**config.mk**
```make
export PLATFORM = sky130hd
export DESIGN_NAME = eth_fcs_append_flat
export DESIGN_NICKNAME = d
export VERILOG_FILES = /design/src/rtl/eth_pkg.sv /design/src/rtl/eth_fcs_append_if.sv /design/src/rtl/crc32_d8.sv /design/src/rtl/eth_fcs_append.sv /design/src/flat_wrapper.sv
export SDC_FILE = /design/constraint.sdc
export NUM_CORES = 1
export LEC_CHECK = 0
export ABC_AREA = 1
export CORE_MARGIN = 1.5
export CORE_UTILIZATION = 60
export CTS_CLUSTER_SIZE = 10
export DETAILED_ROUTE_END_ITERATION = 16
export PLACE_DENSITY = 0.8
export SYNTH_ARGS = -nofsm -noshare
export SYNTH_HDL_FRONTEND = slang
export SYNTH_SLANG_ARGS = --single-unit
```
**constraint.sdc**
```tcl
create_clock -name clk -period 2.59 [get_ports clk]
set_input_delay 0.3885 -clock clk [delete_from_list [all_inputs] [get_ports clk]]
set_output_delay 0.3885 -clock clk [all_outputs]
set_load 0.005 [all_outputs]
```
**src/rtl/eth_pkg.sv**
```systemverilog
// rtl/eth_pkg.sv - shared types, constants and helpers for the Ethernet FCS path
package eth_pkg;

    typedef enum logic [1:0] {
        IDLE = 2'd0,
        DATA = 2'd1,
        PAD  = 2'd2,
        FCS  = 2'd3
    } fcs_state_e;

    localparam int unsigned ETH_MIN_FRAME = 60;
    localparam int unsigned ETH_FCS_LEN   = 4;
    localparam logic [31:0] CRC32_INIT    = 32'hFFFF_FFFF;
    localparam logic [31:0] CRC32_POLY    = 32'h04C1_1DB7;

    function automatic logic [7:0] bitrev8(input logic [7:0] x);
        logic [7:0] r;
        for (int i = 0; i < 8; i++) begin
            r[i] = x[7-i];
        end
        return r;
    endfunction

endpackage

```
**src/rtl/eth_fcs_append_if.sv**
```systemverilog
// rtl/eth_fcs_append_if.sv - byte stream in/out bundle for the FCS appender
interface eth_fcs_append_if;
    logic       s_valid;
    logic [7:0] s_data;
    logic       s_last;
    logic       s_ready;
    logic       m_valid;
    logic [7:0] m_data;
    logic       m_last;
    logic       m_ready;
    logic       fcs_done;
    logic       busy;

    modport master (
        output s_valid, s_data, s_last, m_ready,
        input  s_ready, m_valid, m_data, m_last, fcs_done, busy
    );

    modport slave (
        input  s_valid, s_data, s_last, m_ready,
        output s_ready, m_valid, m_data, m_last, fcs_done, busy
    );
endinterface

```
**src/rtl/crc32_d8.sv**
```systemverilog
// rtl/crc32_d8.sv - byte-wide CRC-32 engine, MSB-first register fed LSB-first per byte
module crc32_d8
    import eth_pkg::*;
(
    input  logic        clk,
    input  logic        rst_n,
    input  logic [7:0]  data,
    input  logic        crc_en,
    input  logic        crc_clr,
    output logic [31:0] crc_data
);

    logic [31:0] crc_q;
    logic [31:0] crc_d;

    // Wire bit 0 goes first, so data[0] is shifted in first.
    function automatic logic [31:0] crc_step8(input logic [31:0] c_in, input logic [7:0] d);
        logic [31:0] c;
        logic        fb;
        c = c_in;
        for (int i = 0; i < 8; i++) begin
            fb = c[31] ^ d[i];
            c  = {c[30:0], 1'b0} ^ (fb ? CRC32_POLY : 32'h0);
        end
        return c;
    endfunction

    always_comb begin
        crc_d = crc_q;
        if (crc_clr) begin
            crc_d = CRC32_INIT;
        end else if (crc_en) begin
            crc_d = crc_step8(crc_q, data);
        end
    end

    always_ff @(posedge clk or negedge rst_n) begin
        if (!rst_n) begin
            crc_q <= CRC32_INIT;
        end else begin
            crc_q <= crc_d;
        end
    end

    assign crc_data = crc_q;

endmodule

```
**src/rtl/eth_fcs_append.sv**
```systemverilog
// rtl/eth_fcs_append.sv - Ethernet TX sequencer: pass-through, zero pad, append FCS
module eth_fcs_append
    import eth_pkg::*;
#(
    parameter bit          PAD_EN  = 1'b1,
    parameter int unsigned MIN_LEN = ETH_MIN_FRAME
) (
    input  logic            clk,
    input  logic            rst,
    eth_fcs_append_if.slave bus
);

    localparam logic [16:0] MIN_LEN_W = 17'(MIN_LEN);

    fcs_state_e  state_q, state_d;
    logic [15:0] byte_cnt_q, byte_cnt_d;
    logic [1:0]  fcs_idx_q, fcs_idx_d;
    logic        fcs_done_q, fcs_done_d;

    logic        crc_en;
    logic        crc_clr;
    logic [7:0]  crc_in;
    logic [31:0] crc_data;
    logic [7:0]  fcs_raw;
    logic [16:0] cnt_inc;
    logic [15:0] cnt_sat;

    logic        s_ready;
    logic        m_valid;
    logic [7:0]  m_data;
    logic        m_last;

    assign crc_in  = (state_q == PAD) ? 8'h00 : bus.s_data;
    // Wide increment so the comparison against MIN_LEN never wraps.
    assign cnt_inc = {1'b0, byte_cnt_q} + 17'd1;
    assign cnt_sat = (byte_cnt_q == 16'hFFFF) ? byte_cnt_q : byte_cnt_q + 16'd1;

    always_comb begin
        case (fcs_idx_q)
            2'd0:    fcs_raw = crc_data[31:24];
            2'd1:    fcs_raw = crc_data[23:16];
            2'd2:    fcs_raw = crc_data[15:8];
            default: fcs_raw = crc_data[7:0];
        endcase
    end

    always_comb begin
        state_d    = state_q;
        byte_cnt_d = byte_cnt_q;
        fcs_idx_d  = fcs_idx_q;
        fcs_done_d = 1'b0;
        crc_en     = 1'b0;
        crc_clr    = 1'b0;
        s_ready    = 1'b0;
        m_valid    = 1'b0;
        m_data     = 8'h00;
        m_last     = 1'b0;
        case (state_q)
            IDLE: begin
                if (bus.s_valid) begin
                    state_d = DATA;
                end
            end
            DATA: begin
                m_valid = bus.s_valid;
                m_data  = bus.s_data;
                s_ready = bus.m_ready;
                if (bus.s_valid && bus.m_ready) begin
                    crc_en     = 1'b1;
                    byte_cnt_d = cnt_sat;
                    if (bus.s_last) begin
                        state_d = (PAD_EN && (cnt_inc < MIN_LEN_W)) ? PAD : FCS;
                    end
                end
            end
            PAD: begin
                m_valid = 1'b1;
                if (bus.m_ready) begin
                    crc_en     = 1'b1;
                    byte_cnt_d = cnt_sat;
                    if (cnt_inc >= MIN_LEN_W) begin
                        state_d = FCS;
                    end
                end
            end
            FCS: begin
                m_valid = 1'b1;
                m_data  = ~bitrev8(fcs_raw);
                m_last  = (fcs_idx_q == 2'd3);
                if (bus.m_ready) begin
                    if (fcs_idx_q == 2'd3) begin
                        state_d    = IDLE;
                        crc_clr    = 1'b1;
                        byte_cnt_d = 16'd0;
                        fcs_idx_d  = 2'd0;
                        fcs_done_d = 1'b1;
                    end else begin
                        fcs_idx_d = fcs_idx_q + 2'd1;
                    end
                end
            end
            default: state_d = IDLE;
        endcase
    end

    always_ff @(posedge clk or posedge rst) begin
        if (rst) begin
            state_q    <= IDLE;
            byte_cnt_q <= 16'd0;
            fcs_idx_q  <= 2'd0;
            fcs_done_q <= 1'b0;
        end else begin
            state_q    <= state_d;
            byte_cnt_q <= byte_cnt_d;
            fcs_idx_q  <= fcs_idx_d;
            fcs_done_q <= fcs_done_d;
        end
    end

    crc32_d8 u_crc (
        .clk      (clk),
        .rst_n    (~rst),
        .data     (crc_in),
        .crc_en   (crc_en),
        .crc_clr  (crc_clr),
        .crc_data (crc_data)
    );

    assign bus.s_ready  = s_ready;
    assign bus.m_valid  = m_valid;
    assign bus.m_data   = m_data;
    assign bus.m_last   = m_last;
    assign bus.fcs_done = fcs_done_q;
    assign bus.busy     = (state_q != IDLE);

endmodule
```
**src/flat_wrapper.sv**
```systemverilog
// flat-port wrapper written by rule: the top's interface ports become plain ports
module eth_fcs_append_flat import eth_pkg::*;
#(
    parameter bit          PAD_EN  = 1'b1,
    parameter int unsigned MIN_LEN = ETH_MIN_FRAME
)
  (clk, rst, bus_s_valid, bus_s_data, bus_s_last, bus_m_ready, bus_s_ready, bus_m_valid, bus_m_data, bus_m_last, bus_fcs_done, bus_busy);
  eth_fcs_append_if bus_i ();
  input  logic clk;
  input  logic rst;
  input wire logic [$bits(bus_i.s_valid)-1:0] bus_s_valid;
  input wire logic [$bits(bus_i.s_data)-1:0] bus_s_data;
  input wire logic [$bits(bus_i.s_last)-1:0] bus_s_last;
  input wire logic [$bits(bus_i.m_ready)-1:0] bus_m_ready;
  output wire logic [$bits(bus_i.s_ready)-1:0] bus_s_ready;
  output wire logic [$bits(bus_i.m_valid)-1:0] bus_m_valid;
  output wire logic [$bits(bus_i.m_data)-1:0] bus_m_data;
  output wire logic [$bits(bus_i.m_last)-1:0] bus_m_last;
  output wire logic [$bits(bus_i.fcs_done)-1:0] bus_fcs_done;
  output wire logic [$bits(bus_i.busy)-1:0] bus_busy;
  assign bus_i.s_valid = bus_s_valid;
  assign bus_i.s_data = bus_s_data;
  assign bus_i.s_last = bus_s_last;
  assign bus_i.m_ready = bus_m_ready;
  assign bus_s_ready = bus_i.s_ready;
  assign bus_m_valid = bus_i.m_valid;
  assign bus_m_data = bus_i.m_data;
  assign bus_m_last = bus_i.m_last;
  assign bus_fcs_done = bus_i.fcs_done;
  assign bus_busy = bus_i.busy;
  eth_fcs_append #(.PAD_EN(PAD_EN), .MIN_LEN(MIN_LEN)) u_core (.clk(clk), .rst(rst), .bus(bus_i));
endmodule
```
==> out/metrics.cfg, run 1 <==
[status]
outcome=complete, no violations

[global_route]
grt_max_degree=54
grt_pass1_vias=3823
grt_first_pass_wirelength_um=18100
grt_antenna_before_repair=0
grt_usage_pct=31.4
overflow=0

[worst_setup_path]
r2r-start=u_core.state_q[1]
worstPathRequired_ns=2.20
worstReg2RegEnd=u_core.u_crc.crc_data[16]
rr_worst_depth=10
ff2ff_setup_slack_ns=0.25
worst-setup-path-type=reg2out
critical_path.endpoint_type=output port
critical_path_peak_fanout=8
arrival_ns=2.14
startpoint_type=register

[route]
avgRoutedWirePerCell_um=16.0
drtIter0Drc=209
routed-via-count=3970
wirelength_um=11000
drtAntennaViolNets=0
drc_errors=0
first_pass_iters=5
vias_per_cell=5.79

[yosys]
synthFlopType=dfstp_2
syn_nets=591
synth_seq_area_share_pct=33.1
ys_types=45
ys.warnings.count=0
ys_async_sr_fraction_pct=100
syn_area_per_cell_um2=7.29
synth-edff-count=0
synth-seq-cells=53
synthCells=567
syn_area_um2=4130

[place]
hpwl_um=8180
post-place-ws_ns=0.00724
gp_congestion=0.923
placement.io_buffers=25

[finish]
final_cell_mix=nand2_1 (171), inv_1 (79), nand3_1 (34), dfstp_2 (32), nor2_1 (31)
layout.nets=629
drive_gt1_share_pct=17.2
layout_commonest_cell=nand2_1
num_antenna_cells=0
num-fill-cells=565
area_growth_pct=13.7

[clock_network]
clk_pin_slew_ns=0.12
cts-root-buf=clkbuf_8
cts_hold_repair.buffers=0
numCtsBuffers=5
clock-sinks=53
cts_max_path_buffers=2
h-tree-depth=2
clock_latency_ns=0.33
cts_tree=yes

[sta]
setup_violations=0
rsz0062_at_grt=false
setup_tns_ns=0
timing.final.ws_setup_ns=0.0654
skew_ns=0.0132
fmax_ghz=0.396
finalCritPeriodShare_pct=97.5
tightestPinTransition_ns=0.443
slew_headroom_pct=70.5
report.final.slew_viol_count=0
min_period_ns=2.52
hold_viol=0

[floorplanning]
fp.dieH_um=86.0
coreArea_um2=6720
row_count=30
io-pin-count=26
die_area_um2=7400
die_w_um=86.0
initial_utilization_pct=61.5

[run]
drv_cap=0

[worst_hold_path]
worst_hold_path_type=in2async

==> sequential cells by signal, summed over array words and instances (netlist names) <==
name                   flops
u_core.state_q             2
u_core.fcs_idx_q           2
u_core.u_crc.crc_data     32
u_core.bus.fcs_done        1
u_core.byte_cnt_q         16
==> synthesized netlist by cell type, drive strengths merged (2+ instances only) <==
master	count	area, um2
nand3b	3	22.5
dfstp	32	841
clkinv	2	7.51
o21bai	7	56.3
nand2	190	800
a21oi	11	55.1
ha	11	138
dfrtp	21	526
xor2	26	280
o211ai	3	27.5
xnor2	17	179
o221ai	6	52.6
buf	7	47.5
o21ai	28	144
nor2	38	165
clkbuf	3	15.0
nand4	15	93.8
o22ai	23	144
nand3	35	180
inv	84	325
==> routing by layer <==
layer / vias to the layer above / track usage, % / share of wire (%)
met5: - / 0 / 0
met3: 33 / 4.33 / 6.9
met4: 0 / 14.4 / 3.0
met2: 166 / 52.8 / 49
met1: 1874 / 40.1 / 41
li1: 1897 / - / -
==> how the worst max path moves through the flow <==
stage / from / end / slack [ns] / depth (start not counted)
4_1_cts: u_core.state_q[0] / bus_m_data[6] / 0.04 / 7
3_5_place_dp: u_core.state_q[0] / u_core.u_crc.crc_data[11] / 0.007 / 13
5_1_grt: u_core.state_q[1] / bus_m_data[6] / 0.002 / 7
2_1_floorplan: u_core.state_q[0] / u_core.u_crc.crc_data[11] / 0.66 / 13
6_report: u_core.fcs_idx_q[1] / bus_m_data[5] / 0.07 / 6
3_3_place_gp: u_core.state_q[0] / u_core.u_crc.crc_data[2] / 0.10 / 11
==> per-stage QoR <==
step                      std cells  hold slack [ns]  cell area, um2  utilization (%)
final                           686            0.422            4700             70.0
after global routing            686            0.445            4700             70.0
after CTS                       685            0.438            4660             69.3
after detailed placement        675            0.483            4530             67.4
after global placement          675            0.481            4530             67.4
after floorplan                 567            0.462            4130                -
==> cell families (layout without fill, tap and decap cells) <==
| logic type | after synthesis | count (layout) | share of synthesized area (%) |
|---|---|---|---|
| AO/OA/AOI/OAI | 81 | 81 | 12.1 |
| XOR/XNOR | 43 | 43 | 11.1 |
| adder cells (fa/ha/maj) | 11 | 11 | 3.33 |
| buffers and inverters | 96 | 135 | 9.57 |
| flip-flops | 53 | 53 | 33.1 |
| AND/OR/NAND/NOR | 283 | 283 | 30.8 |
==> cell type report <==
| class | count | area [um2] | area share, % |
|---|---|---|---|
| clock buffer | 5 | 68.8 | 1.46 |
| clock inverter | 3 | 26.3 | 0.559 |
| multi-input combinational | 418 | 2420 | 51.5 |
| timing repair buffer | 41 | 383 | 8.14 |
| inverter | 86 | 333 | 7.08 |
| sequential | 53 | 1370 | 29.1 |
| tap | 80 | 100 | 2.13 |
==> timing repair <==
| item | CTS | global route |
|---|---|---|
| gates resized for setup | 4 | 5 |
| setup endpoints to repair | 9 | 16 |
| buffers inserted | 2 | 1 |
==> worst max-delay path: stages (launching register included) <==
cell and delay, ns:
dfrtp_1 0.42, inv_1 0.11, ha_1 0.44, nand2_1 0.10, nand4_1 0.12, o221ai_1 0.14
clkdlybuf4s50_1 0.48
Power of run 1 is left out: the tool's default activity adds up to more than one toggle a clock period on the data nets, which glitch-free logic cannot reach.
==> run 2, diff against run 1 <==
CORE_UTILIZATION = 45   (was 60)
PLACE_DENSITY = 0.62   (was 0.8)
==> out/metrics.cfg, run 2 (synthesis results as in run 1) <==
[status]
outcome=complete, but fails checks
violations=DRC

[floorplanning]
initial_utilization_pct=46.9
coreArea_um2=8810
die_w_um=98.8
die_area_um2=9770
fp.dieH_um=98.8
io-pin-count=26
row_count=34

[worst_setup_path]
rr_worst_depth=13
crit_path_frequent_cell=buf_4
critical_path_peak_fanout=6
worstPathRequired_ns=2.20
path_cells=buf_4 > inv_1 > ha_2 > buf_4 > nand2_1 > o211ai_1 > clkdlybuf4s50_1
worst-path-stages=7
crit_buf_inv=4
critical_path.endpoint_type=output port
max_stage_delay_ns=0.54
worst-setup-path-type=reg2out
startpoint_type=register
slowest_stage=clkdlybuf4s50_1
arrival_ns=2.12
cp_top_family=buffers and inverters

[route]
vias_per_cell=5.31
drc_errors=1
first_pass_iters=11
drtIter0Drc=221
avgRoutedWirePerCell_um=15.6
wirelength_um=11100
routed-via-count=3778
drtAntennaViolNets=0

[clock_network]
cts_max_path_buffers=2
clock-sinks=53
clk_pin_slew_ns=0.12
h-tree-depth=2
numCtsBuffers=5
cts_hold_repair.buffers=0
cts-root-buf=clkbuf_8
cts_tree=yes
clock_latency_ns=0.33

[sta]
finalCritPeriodShare_pct=96.9
min_period_ns=2.51
fmax_ghz=0.399
setup_violations=0
hold_viol=0
slew_headroom_pct=72.4
tightestPinTransition_ns=0.415
report.final.slew_viol_count=0
skew_ns=0.0225

[finish]
num-fill-cells=876
final_cell_mix=nand2_1 (170), inv_1 (79), nand3_1 (34), dfstp_2 (32), nor2_1 (31)
drive_gt1_share_pct=17.4
area_growth_pct=13.8
layout.nets=627
largest_reg_flops=32
final_cell_area_um2=4700
layout_commonest_cell=nand2_1
num_antenna_cells=0

[pwr]
powerDensity_nw_per_um2=1610
leakage_nw=2.22
vdd_drop_max_uv=981
p_total_mw=7.56

[run]
drv_cap=0

[place]
hpwl_um=8370
place_area_um2=4570
placement.io_buffers=25
gp_congestion=0.960

[worst_hold_path]
worst_hold_path_type=in2async

[global_route]
grt_first_pass_wirelength_um=18700
grt_usage_pct=24.3
grt_antenna_before_repair=0
overflow=0
grt_max_degree=54
grt_pass1_vias=3722

## run 2: changes by cell type in the layout (fill, tap and decap cells not counted), sizes merged
cell and change:
clkdlybuf4s50 -2, clkinv -2, clkinvlp +2, dlymetal6s2s +2, inv -1, buf -2
clkbuf +1
## run 2: worst paths after layout
path / start / endpoint / slack (ns)
setup reg to reg: u_core.state_q[1] / u_core.u_crc.crc_data[8] / 0.20
hold reg to reg: u_core.u_crc.crc_data[7] / u_core.u_crc.crc_data[7] / 0.49
setup / recovery: u_core.state_q[1] / bus_m_data[7] / 0.08
min in group clk: u_core.u_crc.crc_data[7] / u_core.u_crc.crc_data[7] / 0.49
hold / removal: rst / u_core.byte_cnt_q[14] / 0.43
max in group asynchronous: rst / u_core.u_crc.crc_data[7] / 1.86
## run 2: what timing repair did
item,CTS,global route
endpoints found under the setup margin,8,12
buffers inserted,1,0
pin swaps,0,1
endpoints found under the hold margin,0,0
resized for setup,4,8
## run 2: area by class of cell
type,count,area (um2),share of cell area (%)
sequential,53,1370,29.1
clock inverter,2,15.0,0.319
timing repair buffer,39,373,7.93
clock buffer,6,72.6,1.54
tap,108,135,2.87
inverter,86,333,7.07
multi-input combinational,418,2410,51.2
## run 2: where the power goes
part	total [mW]	switching, mW	leakage [nW]	internal [mW]
registers	1.82	0.425	0.617	1.40
logic	5.25	3.23	1.57	2.02
clock network	0.486	0.294	0.0374	0.192
## run 2: worst register-to-register path, delay by kind of cell (launching register included)
kind | cells | cell delay, ns
XOR/XNOR | 1 | 0.37
buffers and inverters | 3 | 0.42
flip-flops | 1 | 0.44
AO/OA/AOI/OAI | 1 | 0.18
AND/OR/NAND/NOR | 7 | 0.66
adder cells (fa/ha/maj) | 1 | 0.24
## run 2: through the flow
step / hold WS (ns) / utilization [%] / setup WS (ns) / setup TNS [ns] / instances
after global routing: 0.468 / 53.4 / -0.00657 / -0.00657 / 712
after CTS: 0.431 / 53.1 / 0.0154 / 0 / 712
after global placement: 0.482 / 51.8 / 0.183 / 0 / 703
final: 0.432 / 53.4 / 0.0809 / 0 / 712
after detailed placement: 0.482 / 51.8 / 0.147 / 0 / 703
after floorplan: 0.462 / - / 0.657 / 0 / 567
## run 2: per-layer routing
metal / vias up / GRT usage, % / routed length, um
met5: - / 0 / 0
li1: 1886 / - / -
met2: 73 / 43.2 / 5650
met4: 0 / 8.13 / 208
met1: 1805 / 30.8 / 4920
met3: 14 / 2.84 / 348
No activity file was read; power rests on OpenSTA's default activity.
==> run 3, diff against run 2 <==
CORE_MARGIN = 3   (was 1.5)
CTS_CLUSTER_DIAMETER = 40   (was unset)
==> out/metrics.cfg, run 3 (synthesis results as in run 1) <==
[route]
drtAntennaViolNets=0
avgRoutedWirePerCell_um=15.9
first_pass_iters=5
drc_errors=0
drtIter0Drc=250
dr_wl_met2_um=5870
top_layer=met4
routed-via-count=3846
wirelength_um=11300
wl_met3_um=416
vias_per_cell=5.39
wl_met1_um=4900

[sta]
finalCritPeriodShare_pct=95.7
timing.final.ws_setup_ns=0.111
whs_ns=0.445
slew_headroom_pct=63.3
skew_ns=0.0102
fmax_ghz=0.403
setup_violations=0
hold_viol=0
min_period_ns=2.48
tightestPinTransition_ns=0.550
report.final.slew_viol_count=0

[worst_setup_path]
critical_path_peak_fanout=9
worst-setup-path-type=reg2out
critical_path.endpoint_type=output port
worstPathRequired_ns=2.20
startpoint_type=register
arrival_ns=2.09

[floorplanning]
fp.dieH_um=102
coreArea_um2=8810
io-pin-count=26
die_area_um2=10400
initial_utilization_pct=46.9
row_count=34
die_w_um=102

[status]
outcome=complete, no violations

[finish]
drive_gt1_share_pct=17.5
layout.nets=628
layout_commonest_cell=nand2_1
final_cell_mix=nand2_1 (171), inv_1 (79), nand3_1 (34), dfstp_2 (32), nor2_1 (31)
num_antenna_cells=0
final_cell_area_um2=4730
area_growth_pct=14.4
num-fill-cells=844
fin_util_pct=53.7
largest_reg_flops=32

[place]
place_area_um2=4570
placement.io_buffers=25
gp_congestion=0.937
post-place-ws_ns=0.0878
hpwl_um=8640

[global_route]
grt_max_degree=32
grt_pass1_vias=3741
grt_antenna_before_repair=0
grt_first_pass_wirelength_um=18500
overflow=0
grt_usage_pct=22.7

[clock_network]
clock-sinks=53
cts_tree=yes
cts_hold_repair.buffers=0
cts_max_path_buffers=2
numCtsBuffers=5
clock_latency_ns=0.31
h-tree-depth=2
clk_pin_slew_ns=0.11
cts-root-buf=clkbuf_8

[worst_hold_path]
worst_hold_path_type=in2async

[run]
drv_cap=0

-- run 3: critical path, cell delays in order (launching register included) --
cell and delay, ns:
dfrtp_2 0.44, ha_4 0.19, inv_1 0.10, nor2_1 0.10, buf_4 0.19, nand4_1 0.11
o221ai_1 0.10, clkdlybuf4s50_1 0.54
-- run 3: path summary, 6_finish.rpt --
path                                            from                         to  slack (ns)  depth (start not counted)
setup reg to reg                   u_core.state_q[1]   u_core.u_crc.crc_data[8]        0.16                         13
hold reg to reg            u_core.u_crc.crc_data[11]  u_core.u_crc.crc_data[11]        0.51                          2
hold / removal                                   rst        u_core.bus.fcs_done        0.44                          2
min in group clk           u_core.u_crc.crc_data[11]  u_core.u_crc.crc_data[11]        0.51                          2
setup / recovery                   u_core.state_q[1]              bus_m_data[2]        0.11                          7
max in group asynchronous                        rst  u_core.u_crc.crc_data[28]        1.51                          3
-- run 3: final cells by class --
cell class	instances	area (um2)	share of cell area, %
clock inverters	2	13.8	0.291
repair buffers	40	378	7.99
well taps	108	135	2.86
inverters	86	333	7.04
flip-flops and latches	53	1370	29.0
multi-input cells	418	2420	51.1
clock buffers	6	82.6	1.75
-- run 3: timing repair --
action / 4_1_cts / 5_1_grt
endpoints found under the setup margin: 9 / 10
gates resized for setup: 2 / 10
pin swaps: 0 / 0
cloned: 0 / 0
buffers inserted: 1 / 1
-- run 3: per-layer routing --
metal,GRT usage [%],vias to the layer above
li1,-,1894
met1,28.7,1844
met2,40.6,95
met3,2.73,13
met4,6.76,0
met5,0,-
-- run 3: through the flow --
step	instances	TNS, ns
2_1_floorplan	567	0
3_3_place_gp	703	0
3_5_place_dp	703	0
6_report	713	0
5_1_grt	713	-0.00495
4_1_cts	712	-0.0547
Power of run 3 is left out for the same reason.
